**config.mk**
```make
export PLATFORM = sky130hd
export DESIGN_NAME = segasys1_sprrom_arb
export DESIGN_NICKNAME = d
export VERILOG_FILES = /design/src/rtl/segasys1_sprrom_arb.sv
export SDC_FILE = /design/constraint.sdc
export NUM_CORES = 1
export LEC_CHECK = 0
export BUFFER_PORTS_ARGS = -buffer_cell sky130_fd_sc_hd__clkbuf_2
export CAP_MARGIN = 20
export CORE_MARGIN = 3
export CORE_UTILIZATION = 44
export CTS_BUF_LIST = sky130_fd_sc_hd__clkbuf_16
export DETAILED_ROUTE_END_ITERATION = 10
export PLACE_DENSITY = 0.8
export RECOVER_POWER = 25
export SLEW_MARGIN = 0
export SYNTH_ARGS = -nofsm -noshare
export SYNTH_HDL_FRONTEND = slang
export SYNTH_SLANG_ARGS = --single-unit
```
**constraint.sdc**
```tcl
create_clock -name VCLKx4 -period 2.2 [get_ports VCLKx4]
set_input_delay 0.11 -clock VCLKx4 [delete_from_list [all_inputs] [get_ports VCLKx4]]
set_output_delay 0.11 -clock VCLKx4 [all_outputs]
set_load 0.01 [all_outputs]
```
**src/rtl/segasys1_sprrom_arb.sv**
```systemverilog
// Two-port arbiter for the sprite chip-ROM: fixed priority to A with starvation relief for B, bounded ROM wait.
// Optional one-entry read cache enabled by defining SPRROM_ARB_CACHE_EN.
module segasys1_sprrom_arb #(
    parameter int TIMEOUT    = 15,
    parameter int STARVE_MAX = 4
) (
    input  logic        VCLKx4,
    input  logic        RESET,
    input  logic        a_req,
    input  logic [17:0] a_addr,
    output logic        a_ack,
    input  logic        b_req,
    input  logic [17:0] b_addr,
    output logic        b_ack,
    output logic [7:0]  rd_data,
    output logic        rom_rd,
    output logic [17:0] rom_addr,
    input  logic        rom_valid,
    input  logic [7:0]  rom_data,
    output logic        err
);

    localparam logic [7:0] TMO_LIM    = 8'(TIMEOUT);
    localparam logic [2:0] STARVE_LIM = 3'(STARVE_MAX);

    typedef enum logic [1:0] {
        IDLE,
        ISSUE,
        WAIT,
        DONE
    } state_t;

    state_t      state_q;
    logic [17:0] addr_q;
    logic        sel_b_q;
    logic [2:0]  starve_q;
    logic [7:0]  wait_q;
    logic [7:0]  data_q;
    logic        rom_rd_q;
    logic        a_ack_q;
    logic        b_ack_q;
    logic        err_q;

    logic        pick_b_d;
    logic [17:0] win_addr_d;
    logic        grant_d;
    logic [7:0]  wait_d;
    logic        fill_d;
    logic        tmo_d;
    logic        hit_d;

    assign pick_b_d   = b_req && (!a_req || (starve_q == STARVE_LIM));
    assign win_addr_d = pick_b_d ? b_addr : a_addr;
    // The ack cycle still sees the old req, so no grant is made until the cycle after it.
    assign grant_d    = (state_q == IDLE) && (a_req || b_req) && !a_ack_q && !b_ack_q;
    assign wait_d     = wait_q + 8'd1;
    assign fill_d     = (state_q == WAIT) && rom_valid;
    assign tmo_d      = (state_q == WAIT) && !rom_valid && (wait_d == TMO_LIM);

`ifdef SPRROM_ARB_CACHE_EN
    logic [17:0] tag_addr_q;
    logic [7:0]  tag_data_q;
    logic        tag_vld_q;

    assign hit_d = tag_vld_q && (tag_addr_q == win_addr_d);

    always_ff @(posedge VCLKx4) begin
        if (RESET) begin
            tag_vld_q <= 1'b0;
        end else if (fill_d) begin
            tag_vld_q  <= 1'b1;
            tag_addr_q <= addr_q;
            tag_data_q <= rom_data;
        end else if (tmo_d) begin
            tag_vld_q <= 1'b0;
        end
    end
`else
    assign hit_d = 1'b0;
`endif

    always_ff @(posedge VCLKx4) begin
        if (RESET) begin
            state_q  <= IDLE;
            rom_rd_q <= 1'b0;
            a_ack_q  <= 1'b0;
            b_ack_q  <= 1'b0;
            err_q    <= 1'b0;
            data_q   <= 8'h00;
            starve_q <= 3'd0;
            wait_q   <= 8'd0;
        end else begin
            rom_rd_q <= 1'b0;
            a_ack_q  <= 1'b0;
            b_ack_q  <= 1'b0;

            // Starvation count only tracks A grants made while B is actually waiting.
            if (!b_req) begin
                starve_q <= 3'd0;
            end else if (grant_d) begin
                if (pick_b_d) begin
                    starve_q <= 3'd0;
                end else if (starve_q != 3'd7) begin
                    starve_q <= starve_q + 3'd1;
                end
            end

            case (state_q)
                IDLE: begin
                    if (grant_d) begin
                        sel_b_q <= pick_b_d;
                        addr_q  <= win_addr_d;
                        if (hit_d) begin
`ifdef SPRROM_ARB_CACHE_EN
                            data_q <= tag_data_q;
`endif
                            state_q <= DONE;
                        end else begin
                            rom_rd_q <= 1'b1;
                            state_q  <= ISSUE;
                        end
                    end
                end
                ISSUE: begin
                    wait_q  <= 8'd0;
                    state_q <= WAIT;
                end
                WAIT: begin
                    // A response landing on the timeout cycle still wins.
                    if (rom_valid) begin
                        data_q  <= rom_data;
                        state_q <= DONE;
                    end else if (tmo_d) begin
                        data_q  <= 8'hFF;
                        err_q   <= 1'b1;
                        state_q <= DONE;
                    end else begin
                        wait_q <= wait_d;
                    end
                end
                DONE: begin
                    a_ack_q <= !sel_b_q;
                    b_ack_q <= sel_b_q;
                    state_q <= IDLE;
                end
                default: state_q <= IDLE;
            endcase
        end
    end

    assign a_ack    = a_ack_q;
    assign b_ack    = b_ack_q;
    assign rd_data  = data_q;
    assign rom_rd   = rom_rd_q;
    assign rom_addr = addr_q;
    assign err      = err_q;

endmodule

```
==> metrics.txt <==
FILL cells 409; CTS tree done; drt pass-1 iters 4; Initial Utilization 47.46%; sequential-to-total area share from yosys stat 49.77%; Setup Skew 0.005639 ns; Final Cell Area 2751 sq um; internal power 1.751 mW; port buffer count 78; Finish-stage setup viols 0; max-slew violations 0; Post-Syn Nets 253; YS warnings 0; total power 2.435 mW; Final WS setup 0.1368 ns; antenna cell count 0; RD Place Congestion 0.8123; Setup crit end kind flip-flop; clock slew at reported path FFs 0.06 ns; Register Area 1071 sq um; hold-fix buffers at CTS 0; Synth Flop Type dfxtp_1; met1 Track Usage GR 20.30%; XOR/XNOR Fraction of Synth Area 0%; Mapped Cells 194; total I/O pin count 79; initial antenna violation count 0; core box area 4534 sq um; count of state elements after synthesis 44; maximum clock rate 484.7 MHz; cell area after synthesis 2152 sq um; Final period util 93.78%; vias in the first global route 1810; mux share of post-synthesis cell area 10.93%; Die H 75.94 um; first-pass GRT wire length 8.314 mm; Avg Inst Size Synth 11.09 sq um; Post-synth EDFFs 19; top cells by area, synth edfxtp_1, dfxtp_1, mux2_2; Synth Area in Adders 5.814%; Root Buffer clkbuf_16; final WL 4.951 mm; Simple-Gate Fraction of Synth Area 15.29%; max cap viols 0; total CTS buffers 5; status completed; clk buf depth 2; die width 75.94 um; Rows 24; placed cells 330; Unique masters post-synth 44; Max VDD drop 449.1 uV; Final ANT Viol Nets 0; Layout area overhead 27.85%; setup TNS 0 ns; largest family of logic cells by synthesized area simple AND/OR/NAND/NOR gates; sw frac 28.09%; top cell type's share of synthesized area 26.51%; worst hold slack 0.1033 ns; critical path type reg2reg; drt drc 0; clock power share 33.4%; unrepaired setup endpoints after global routing no; worst relative slew slack 61.33%; DP Area 2608 sq um; DR WL/cell 14.65 um; Async S/R FF share, synth 0%; crit start category flip-flop; Post-Layout Cell Count 338; GR Layer Usage met3 3.791%; vias per inst 5.328; GR Util met2 31.74%; CP Max Fanout 11; Util after Layout 60.68%; final hold violation count 0; largest net degree at the start of global routing 30; DP Wirelength 3.502 mm; Seq pwr share 43.3%; Static Leakage 1.075 nW; CTS sink cnt 44; Worst EP arrival 2.24 ns; GR Overflow Total 0; layout cells sized above 1 32.23%; Initial DRC Count 126; Hold WC Path Type in2reg; Comb power frac 23.4%; number of nets in the layout 331; power per cell area 885.1 nW/um^2; Multi-input gate area 993.5 sq um; clk_lat worst skew 0.28 ns; Final min period 2.063 ns; Compound-Gate Fraction of Synth Area 13.60%; actual slew at the worst max-slew pin 0.5800 ns; Die ar. 5766 sq um; vias after detailed routing 1801; worst slack, placed 0.1266 ns; busiest grt layer met2; htree depth 2; sw power 0.6841 mW; Worst Path Required 2.38 ns; dominant cell type by area after synthesis edfxtp_1; GRT Util Overall 17.56%
flip-flops by register name, summed over array words and instances, names as in the netlist:
register and flops:
rd_data 8, b_ack 1, sel_b_q 1, wait_q 8, a_ack 1, err 1, state_q 2, rom_rd 1
starve_q 3, rom_addr 18
worst max-delay path: stages (launching register included):
cell and delay (ns):
dfxtp_1 0.43, ha_1 0.20, nor4bb_1 0.34, and3_1 0.46
o31ai_1 0.21, a221oi_1 0.33
layout by cell type (no fill, tap or decap), types with 2 or more instances in the layout:
master / count
clkbuf_2: 56
dfxtp_1: 25
clkbuf_1: 22
mux2_2: 20
edfxtp_1: 19
inv_1: 16
nor2_1: 14
ha_1: 10
a211oi_1: 8
a21oi_1: 6
o21ai_0: 5
nand3_1: 5
nand2b_1: 5
clkbuf_16: 5
nand2_1: 4
nor4_1: 4
and3b_1: 4
o31ai_1: 4
or4b_1: 3
o311ai_0: 3
or4_1: 3
nand4_1: 3
a21boi_0: 2
nor3_1: 2
nor4bb_1: 2
cells by family after synthesis:
group | Yosys count
AND/OR/NAND/NOR | 56
flip-flops | 44
AO/OA/AOI/OAI | 40
buffers and inverters | 23
multiplexers | 21
adder cells (fa/ha/maj) | 10
worst paths after layout:
| kind | start | end | slack [ns] | cells past startpoint |
|---|---|---|---|---|
| setup reg to reg | wait_q[1]$_SDFFE_PP0P_ | state_q[0]$_SDFFE_PP0P_ | 0.14 | 5 |
| setup / recovery | wait_q[1]$_SDFFE_PP0P_ | state_q[0]$_SDFFE_PP0P_ | 0.14 | 5 |
| hold / removal | rom_data[6] | rd_data[6]$_SDFFE_PP0P_ | 0.10 | 3 |
| hold reg to reg | err$_SDFFE_PP0P_ | err$_SDFFE_PP0P_ | 0.44 | 2 |
power by group through the flow:
stage | clock network, mW | registers [mW] | logic (mW)
3_5_place_dp | 0 | 1.07 | 0.573
5_1_grt | 0.861 | 1.07 | 0.634
6_report | 0.812 | 1.05 | 0.569
4_1_cts | 0.827 | 1.05 | 0.585
2_1_floorplan | 0 | 1.11 | 0.303
3_3_place_gp | 0 | 1.06 | 0.560
what timing repair did:
| action | CTS | global route |
|---|---|---|
| endpoints found under the setup margin | 0 | 5 |
| setup buffers | 0 | 0 |
| resized for setup | 0 | 2 |
| endpoints found under the hold margin | 0 | 0 |
layer usage:
metal / share of wire [%] / vias to the layer above
met2: 52 / 69
met5: 0 / -
met4: 2.1 / 0
met1: 41 / 840
li1: - / 882
met3: 5.3 / 10
final cells by class:
cell class / instances / area share (%)
clock buffer: 5 / 4.548
clock inverter: 3 / 1.364
tap: 65 / 2.956
sequential: 44 / 38.93
timing repair buffer: 80 / 14.19
multi-input combinational: 127 / 36.11
inverter: 14 / 1.910
synth_stat cells (2+ instances only):
| library cell | n |
|---|---|
| dfxtp_1 | 25 |
| mux2_2 | 20 |
| edfxtp_1 | 19 |
| nor2_1 | 15 |
| inv_1 | 14 |
| ha_1 | 10 |
| a211oi_1 | 8 |
| a21oi_1 | 6 |
| nand2b_1 | 5 |
| nand3_1 | 5 |
| o21ai_0 | 5 |
| and3b_1 | 4 |
| buf_2 | 4 |
| clkbuf_1 | 4 |
| nand2_1 | 4 |
| nor4_1 | 4 |
| o31ai_1 | 4 |
| nand4_1 | 3 |
| o311ai_0 | 3 |
| or4_1 | 3 |
| or4b_1 | 3 |
| a21boi_0 | 2 |
| nor3_1 | 2 |
| nor4bb_1 | 2 |
Note: power is estimated with default switching activity, not from simulation.
